[config.mk]
export PLATFORM = sky130hd
export DESIGN_NAME = riscv_uart_tx
export DESIGN_NICKNAME = d
export VERILOG_FILES = /design/src/rtl/riscv_uart_tx_pkg.sv /design/src/rtl/riscv_sync_fifo.sv /design/src/rtl/riscv_uart_tx.sv
export SDC_FILE = /design/constraint.sdc
export NUM_CORES = 1
export LEC_CHECK = 0
export BUFFER_PORTS_ARGS = -buffer_cell sky130_fd_sc_hd__buf_2
export CAP_MARGIN = 20
export CORE_MARGIN = 1
export CORE_UTILIZATION = 35
export CTS_BUF_LIST = sky130_fd_sc_hd__clkbuf_4 sky130_fd_sc_hd__clkbuf_8
export DETAILED_ROUTE_END_ITERATION = 8
export SLEW_MARGIN = 30
export SYNTH_ARGS = -nofsm -noshare
export SYNTH_HDL_FRONTEND = slang
export SYNTH_SLANG_ARGS = --single-unit
[constraint.sdc]
create_clock -name clk -period 4.6 [get_ports clk]
set_input_delay 0.69 -clock clk [delete_from_list [all_inputs] [get_ports clk]]
set_output_delay 0.69 -clock clk [all_outputs]
set_load 0.005 [all_outputs]
[src/rtl/riscv_uart_tx_pkg.sv]
// Shared definitions for the console UART transmitter: FSM encodings, io addresses
// and the bit layout of the status word returned on load reads.
package riscv_uart_tx_pkg;

  localparam logic [1:0] UART_TX_STATE_IDLE  = 2'd0;
  localparam logic [1:0] UART_TX_STATE_START = 2'd1;
  localparam logic [1:0] UART_TX_STATE_DATA  = 2'd2;
  localparam logic [1:0] UART_TX_STATE_STOP  = 2'd3;

  localparam logic [31:0] UART_TX_DATA_ADDR = 32'h9000_0000;
  localparam logic [31:0] UART_TX_STAT_ADDR = 32'h9000_0004;

  // Status word {overflow, tx_busy, fifo_full, fifo_empty, count} for the default 16-deep FIFO
  localparam int UART_TX_STAT_COUNT_LSB = 0;
  localparam int UART_TX_STAT_COUNT_W   = 5;
  localparam int UART_TX_STAT_EMPTY_BIT = 5;
  localparam int UART_TX_STAT_FULL_BIT  = 6;
  localparam int UART_TX_STAT_BUSY_BIT  = 7;
  localparam int UART_TX_STAT_OVF_BIT   = 8;

endpackage

[src/rtl/riscv_sync_fifo.sv]
// Synchronous FIFO with show-ahead read data; pushes while full and pops while empty
// are ignored, so callers may treat the flags as advisory.
module riscv_sync_fifo #(
  parameter int WIDTH = 8,
  parameter int DEPTH = 16,
  localparam int AW = $clog2(DEPTH)
) (
  input  logic             clk,
  input  logic             rst,
  input  logic             push_i,
  input  logic [WIDTH-1:0] wdata_i,
  input  logic             pop_i,
  output logic [WIDTH-1:0] rdata_o,
  output logic             full_o,
  output logic             empty_o,
  output logic [AW:0]      count_o
);

  localparam logic [AW:0] FULL_CNT = (AW+1)'(DEPTH);

  logic [WIDTH-1:0] mem_q [DEPTH];
  logic [AW-1:0]    wr_ptr_q, rd_ptr_q;
  logic [AW:0]      count_q;
  logic             push_ok, pop_ok;

  // A pop in the same cycle never makes room for a push into a full FIFO
  assign push_ok = push_i && !full_o;
  assign pop_ok  = pop_i && !empty_o;

  assign full_o  = (count_q == FULL_CNT);
  assign empty_o = (count_q == '0);
  assign count_o = count_q;
  assign rdata_o = mem_q[rd_ptr_q];

  always_ff @(posedge clk) begin
    if (push_ok) mem_q[wr_ptr_q] <= wdata_i;
  end

  always_ff @(posedge clk) begin
    if (!rst) begin
      wr_ptr_q <= '0;
      rd_ptr_q <= '0;
      count_q  <= '0;
    end else begin
      if (push_ok) wr_ptr_q <= wr_ptr_q + 1'b1;
      if (pop_ok)  rd_ptr_q <= rd_ptr_q + 1'b1;
      case ({push_ok, pop_ok})
        2'b10:   count_q <= count_q + 1'b1;
        2'b01:   count_q <= count_q - 1'b1;
        default: count_q <= count_q;
      endcase
    end
  end

endmodule

[src/rtl/riscv_uart_tx.sv]
// Memory-mapped console UART transmitter: buffers stored bytes and sends them 8N1,
// LSB first, with back-to-back frames leaving no idle gap.
module riscv_uart_tx
  import riscv_uart_tx_pkg::*;
#(
  parameter int CLK_FREQ   = 100_000_000,
  parameter int BAUD       = 115200,
  parameter int FIFO_DEPTH = 16,
  localparam int AW = $clog2(FIFO_DEPTH)
) (
  input  logic          clk,
  input  logic          rst,
  input  logic          wr_en,
  input  logic [7:0]    wr_data,
  input  logic          clr_ovf,
  output logic          fifo_full,
  output logic          fifo_empty,
  output logic [AW:0]   fifo_count,
  output logic          tx_busy,
  output logic          overflow,
  output logic          tx_done,
  output logic          tx
);

  localparam int CPB = CLK_FREQ / BAUD;
  localparam int BW  = (CPB > 1) ? $clog2(CPB) : 1;
  localparam logic [BW-1:0] BAUD_LAST = BW'(CPB - 1);

  logic [1:0]    state_q, state_d;
  logic [BW-1:0] baud_q, baud_d;
  logic [2:0]    bit_q, bit_d;
  logic [7:0]    shift_q, shift_d;
  logic          tx_q, tx_d;
  logic          ovf_q, ovf_d;
  logic          pop;
  logic          baud_last;
  logic [7:0]    fifo_rdata;

  riscv_sync_fifo #(
    .WIDTH (8),
    .DEPTH (FIFO_DEPTH)
  ) u_fifo (
    .clk     (clk),
    .rst     (rst),
    .push_i  (wr_en),
    .wdata_i (wr_data),
    .pop_i   (pop),
    .rdata_o (fifo_rdata),
    .full_o  (fifo_full),
    .empty_o (fifo_empty),
    .count_o (fifo_count)
  );

  assign baud_last = (baud_q == BAUD_LAST);
  assign tx_busy   = (state_q != UART_TX_STATE_IDLE);
  assign tx_done   = (state_q == UART_TX_STATE_STOP) && baud_last;
  assign overflow  = ovf_q;
  assign tx        = tx_q;

  always_comb begin
    state_d = state_q;
    baud_d  = baud_q;
    bit_d   = bit_q;
    shift_d = shift_q;
    tx_d    = tx_q;
    pop     = 1'b0;
    case (state_q)
      UART_TX_STATE_IDLE: begin
        tx_d = 1'b1;
        if (!fifo_empty) begin
          pop     = 1'b1;
          shift_d = fifo_rdata;
          tx_d    = 1'b0;
          baud_d  = '0;
          state_d = UART_TX_STATE_START;
        end
      end
      UART_TX_STATE_START: begin
        if (baud_last) begin
          baud_d  = '0;
          bit_d   = '0;
          tx_d    = shift_q[0];
          state_d = UART_TX_STATE_DATA;
        end else begin
          baud_d = baud_q + 1'b1;
        end
      end
      UART_TX_STATE_DATA: begin
        if (baud_last) begin
          baud_d = '0;
          if (bit_q == 3'd7) begin
            tx_d    = 1'b1;
            state_d = UART_TX_STATE_STOP;
          end else begin
            shift_d = shift_q >> 1;
            bit_d   = bit_q + 3'd1;
            tx_d    = shift_q[1];
          end
        end else begin
          baud_d = baud_q + 1'b1;
        end
      end
      default: begin
        // Chaining straight into the next start bit keeps queued frames gapless
        if (baud_last) begin
          baud_d = '0;
          if (!fifo_empty) begin
            pop     = 1'b1;
            shift_d = fifo_rdata;
            tx_d    = 1'b0;
            state_d = UART_TX_STATE_START;
          end else begin
            state_d = UART_TX_STATE_IDLE;
          end
        end else begin
          baud_d = baud_q + 1'b1;
        end
      end
    endcase
  end

  always_comb begin
    ovf_d = ovf_q;
    if (wr_en && fifo_full) ovf_d = 1'b1;
    else if (clr_ovf)       ovf_d = 1'b0;
  end

  always_ff @(posedge clk) begin
    if (!rst) begin
      state_q <= UART_TX_STATE_IDLE;
      baud_q  <= '0;
      bit_q   <= '0;
      tx_q    <= 1'b1;
      ovf_q   <= 1'b0;
    end else begin
      state_q <= state_d;
      baud_q  <= baud_d;
      bit_q   <= bit_d;
      tx_q    <= tx_d;
      ovf_q   <= ovf_d;
    end
  end

  always_ff @(posedge clk) begin
    shift_q <= shift_d;
  end

endmodule
==> metrics <==
antenna-violating nets left=0; critical path arrival=3.73 ns; synth warn=0; library cells used by synthesis=55; fmax=around 300 MHz; clock root buffer=clkbuf_8; Worst Tran Pin Value=approximately 0.97 ns; Fillers=about 1900; DP HPWL=approximately 9400 um; Syn Nets=~500; Routed WL per cell=approximately 19 um; Post-synth EDFFs=between 100 and 150; Max Cap Violations=0; Worst EP required=around 5 ns; ys async rst share=0%; Buf/Inv on CP=1; pin count of the biggest net entering global routing=27; Post-route DRC=0; Max Buffers Root-to-Sink=2; RePlAce Congestion=about 0.78; cell breakdown of the critical path=inv_1 -> ha_1 -> nor2b_1 -> a41oi_1 -> nor2_1 -> ha_1 -> or4b_2 -> a21oi_1 -> a41oi_1 -> nand3_1; CP peak stage delay=approximately 0.67 ns; drt pass-1 iters=5; GRT Residual Overflow=0; Port Buf Inserts=22; CTS tree=yes; # hold bufs at CTS=0; layout cell share with drive strength beyond 1=roughly 20%; average size of a mapped cell=around 15 sq um; postcts setup bufs=0; RSZ-0062 raised after global routing=no; Seq/Total Area, Yosys=between 60% and 70%; Leakage=2.62 nW; floorplan die width=between 100 and 150 um; vias in the first global route=around 4100; maximum vdd drop=~0.24 mV; Worst path top cell family by delay=simple AND/OR/NAND/NOR gates; setup TNS=0 ns; GRT Overall Usage=between 10% and 20%; fin. max-slew vios=0; htree depth=4; Final period util=72.6%; R2R cell count=10; final hold violation count=0; total power=4.13 mW; first-pass GRT wire length=22600 um; clk_lat worst skew=between 0.4 and 0.5 ns; adder-cell share of the synthesized area=about 3%; Post-Route WL=between 10000 and 15000 um; Clock Pin Slew Worst Setup and Hold Paths=about 0.09 ns; CP Capture Type=flop; worst-path maximum fanout=16; die height=146 um; xor/xnor share of the synthesized area=less than 1%; critical path type=flop to flop; post-synthesis mux area share=roughly 14%; Core Box Area=between 0.02 and 0.025 sq mm; initial core utilization=between 30% and 40%; cts repair resizes=0; Via density=~5.3; vias=between 4000 and 5000; flops & latches, synth=between 150 and 200; hold crit path type=flop to flop; hold depth=2; final-stage net count=520; ys flop type=edfxtp_1; initial drt markers=270; Final min period=~3.3 ns; # IOs=23; initial antenna violation count=0; post-synthesis compound-gate area fraction=6.23%; CP Launch Type=flop; Post-Syn Area=0.00728 sq mm; Rows=52; Area Growth Syn to Fin=11.3%; relative slew slack=between 30% and 40%; Post-Syn Instances=~470; PD cells=about 500 mW/mm^2; clock skew=~0.012 ns; slowest stage cell, crit path=or4b_2; endpoints failing setup=0; main combinational cell family by area after synthesis=multiplexers; final antenna diode count=0; die area=0.0214 sq mm; clk sinks=between 150 and 200; Worst path depth=10; Simple-Gate Fraction of Synth Area=under 10%; status=finished, final reports clean; total CTS buffers=17
==> registers in the layout, summed over array words and instances, names as in the netlist, named ones only <==
name             count
u_fifo.mem_q       128
u_fifo.wr_ptr_q      4
state_q              2
u_fifo.rd_ptr_q      4
bit_q                3
overflow             1
u_fifo.count_o       5
baud_q              10
tx                   1
shift_q              8
==> metrics by stage <==
step | setup slack (ns) | std cells | utilization (%) | hold WS [ns] | cell area [sq um]
CTS | 1.30 | 774 | 39.9 | 0.482 | 8100
detailed placement | 1.30 | 742 | 37.6 | 0.471 | 7630
floorplan | 1.72 | 474 | - | 0.444 | 7280
finish | 1.26 | 774 | 39.9 | 0.483 | 8100
global route | 0.962 | 774 | 39.9 | 0.518 | 8100
global placement | 1.51 | 742 | 37.6 | 0.454 | 7630
==> path summary, 6_finish.rpt <==
kind / from / end / slack (ns)
worst min register to register: bit_q[0] / bit_q[0] / 0.48
worst max register to register: state_q[0] / u_fifo.count_o[4] / 1.26
worst max-delay path: state_q[0] / u_fifo.count_o[4] / 1.26
worst min-delay path: bit_q[0] / bit_q[0] / 0.48
==> kinds of logic (layout without fill, tap and decap cells) <==
group,Yosys count,count (layout)
adders and majority gates,17,17
AOI/OAI and AO/OA,67,67
and+or+nand+nor,113,113
DFF,170,170
muxes,60,60
xor gates and xnor gates,6,6
buffers and inverters,41,71
==> cell usage after synthesis (3+ instances only) <==
cell type / number / share of area (%)
nand3_1: 6 / 0.41
a22o_1: 7 / 0.84
edfxtp_1: 136 / 56
nor2_1: 33 / 1.7
clkbuf_1: 13 / 0.67
mux4_2: 33 / 10
or3_1: 3 / 0.26
ha_1: 17 / 2.9
nand2b_1: 7 / 0.60
a21oi_1: 18 / 1.2
nand4_1: 4 / 0.34
buf_1: 5 / 0.26
o21ai_0: 11 / 0.76
a211o_1: 3 / 0.36
inv_1: 12 / 0.62
dfxtp_1: 34 / 9.4
or4_1: 6 / 0.62
nand3b_1: 5 / 0.52
nand2_1: 21 / 1.1
xor2_1: 5 / 0.60
o211ai_1: 7 / 0.72
mux2i_1: 27 / 3.7
buf_2: 6 / 0.41
nor3_1: 8 / 0.55
nor2b_1: 5 / 0.43
a31oi_1: 5 / 0.43
==> cell type report <==
class | instances | area (sq um) | area share [%]
Clock buffer | 18 | 241 | 2.98
Clock inverter | 14 | 221 | 2.73
Inverter | 13 | 48.8 | 0.603
Multi-Input combinational cell | 263 | 2340 | 28.9
Sequential cell | 170 | 4770 | 58.9
Tap cell | 270 | 338 | 4.17
Timing Repair Buffer | 26 | 140 | 1.73
==> cells in the final DEF (no fill, tap or decap), types with 7 or more instances in the layout <==
master	instances
nand2b_1	7
o21ai_0	11
inv_1	12
a21oi_1	18
nand2_1	21
clkbuf_8	17
dfxtp_1	31
buf_2	22
mux4_2	33
ha_1	17
nor2_1	32
edfxtp_1	136
a22o_1	7
o211ai_1	7
mux2i_1	27
==> power by group <==
group / switching, mW / total, mW / internal (mW)
clock: 0.598 / 1.22 / 0.625
sequential: 0.133 / 1.95 / 1.82
combinational: 0.568 / 0.962 / 0.395
==> per-layer routing <==
metal	GRT usage (%)	wire, um	vias to the layer above
li1	-	-	1886
met3	3.28	580	15
met5	0	0	-
met1	18.2	6410	2100
met2	24.0	7370	88
met4	4.43	168	0
==> worst min-delay path, cell delays in order (launching register included) <==
cell,delay [ns]
dfxtp_1,0.33
nand2_1,0.06
a21oi_1,0.05
No activity file was read; power rests on OpenSTA's default activity.
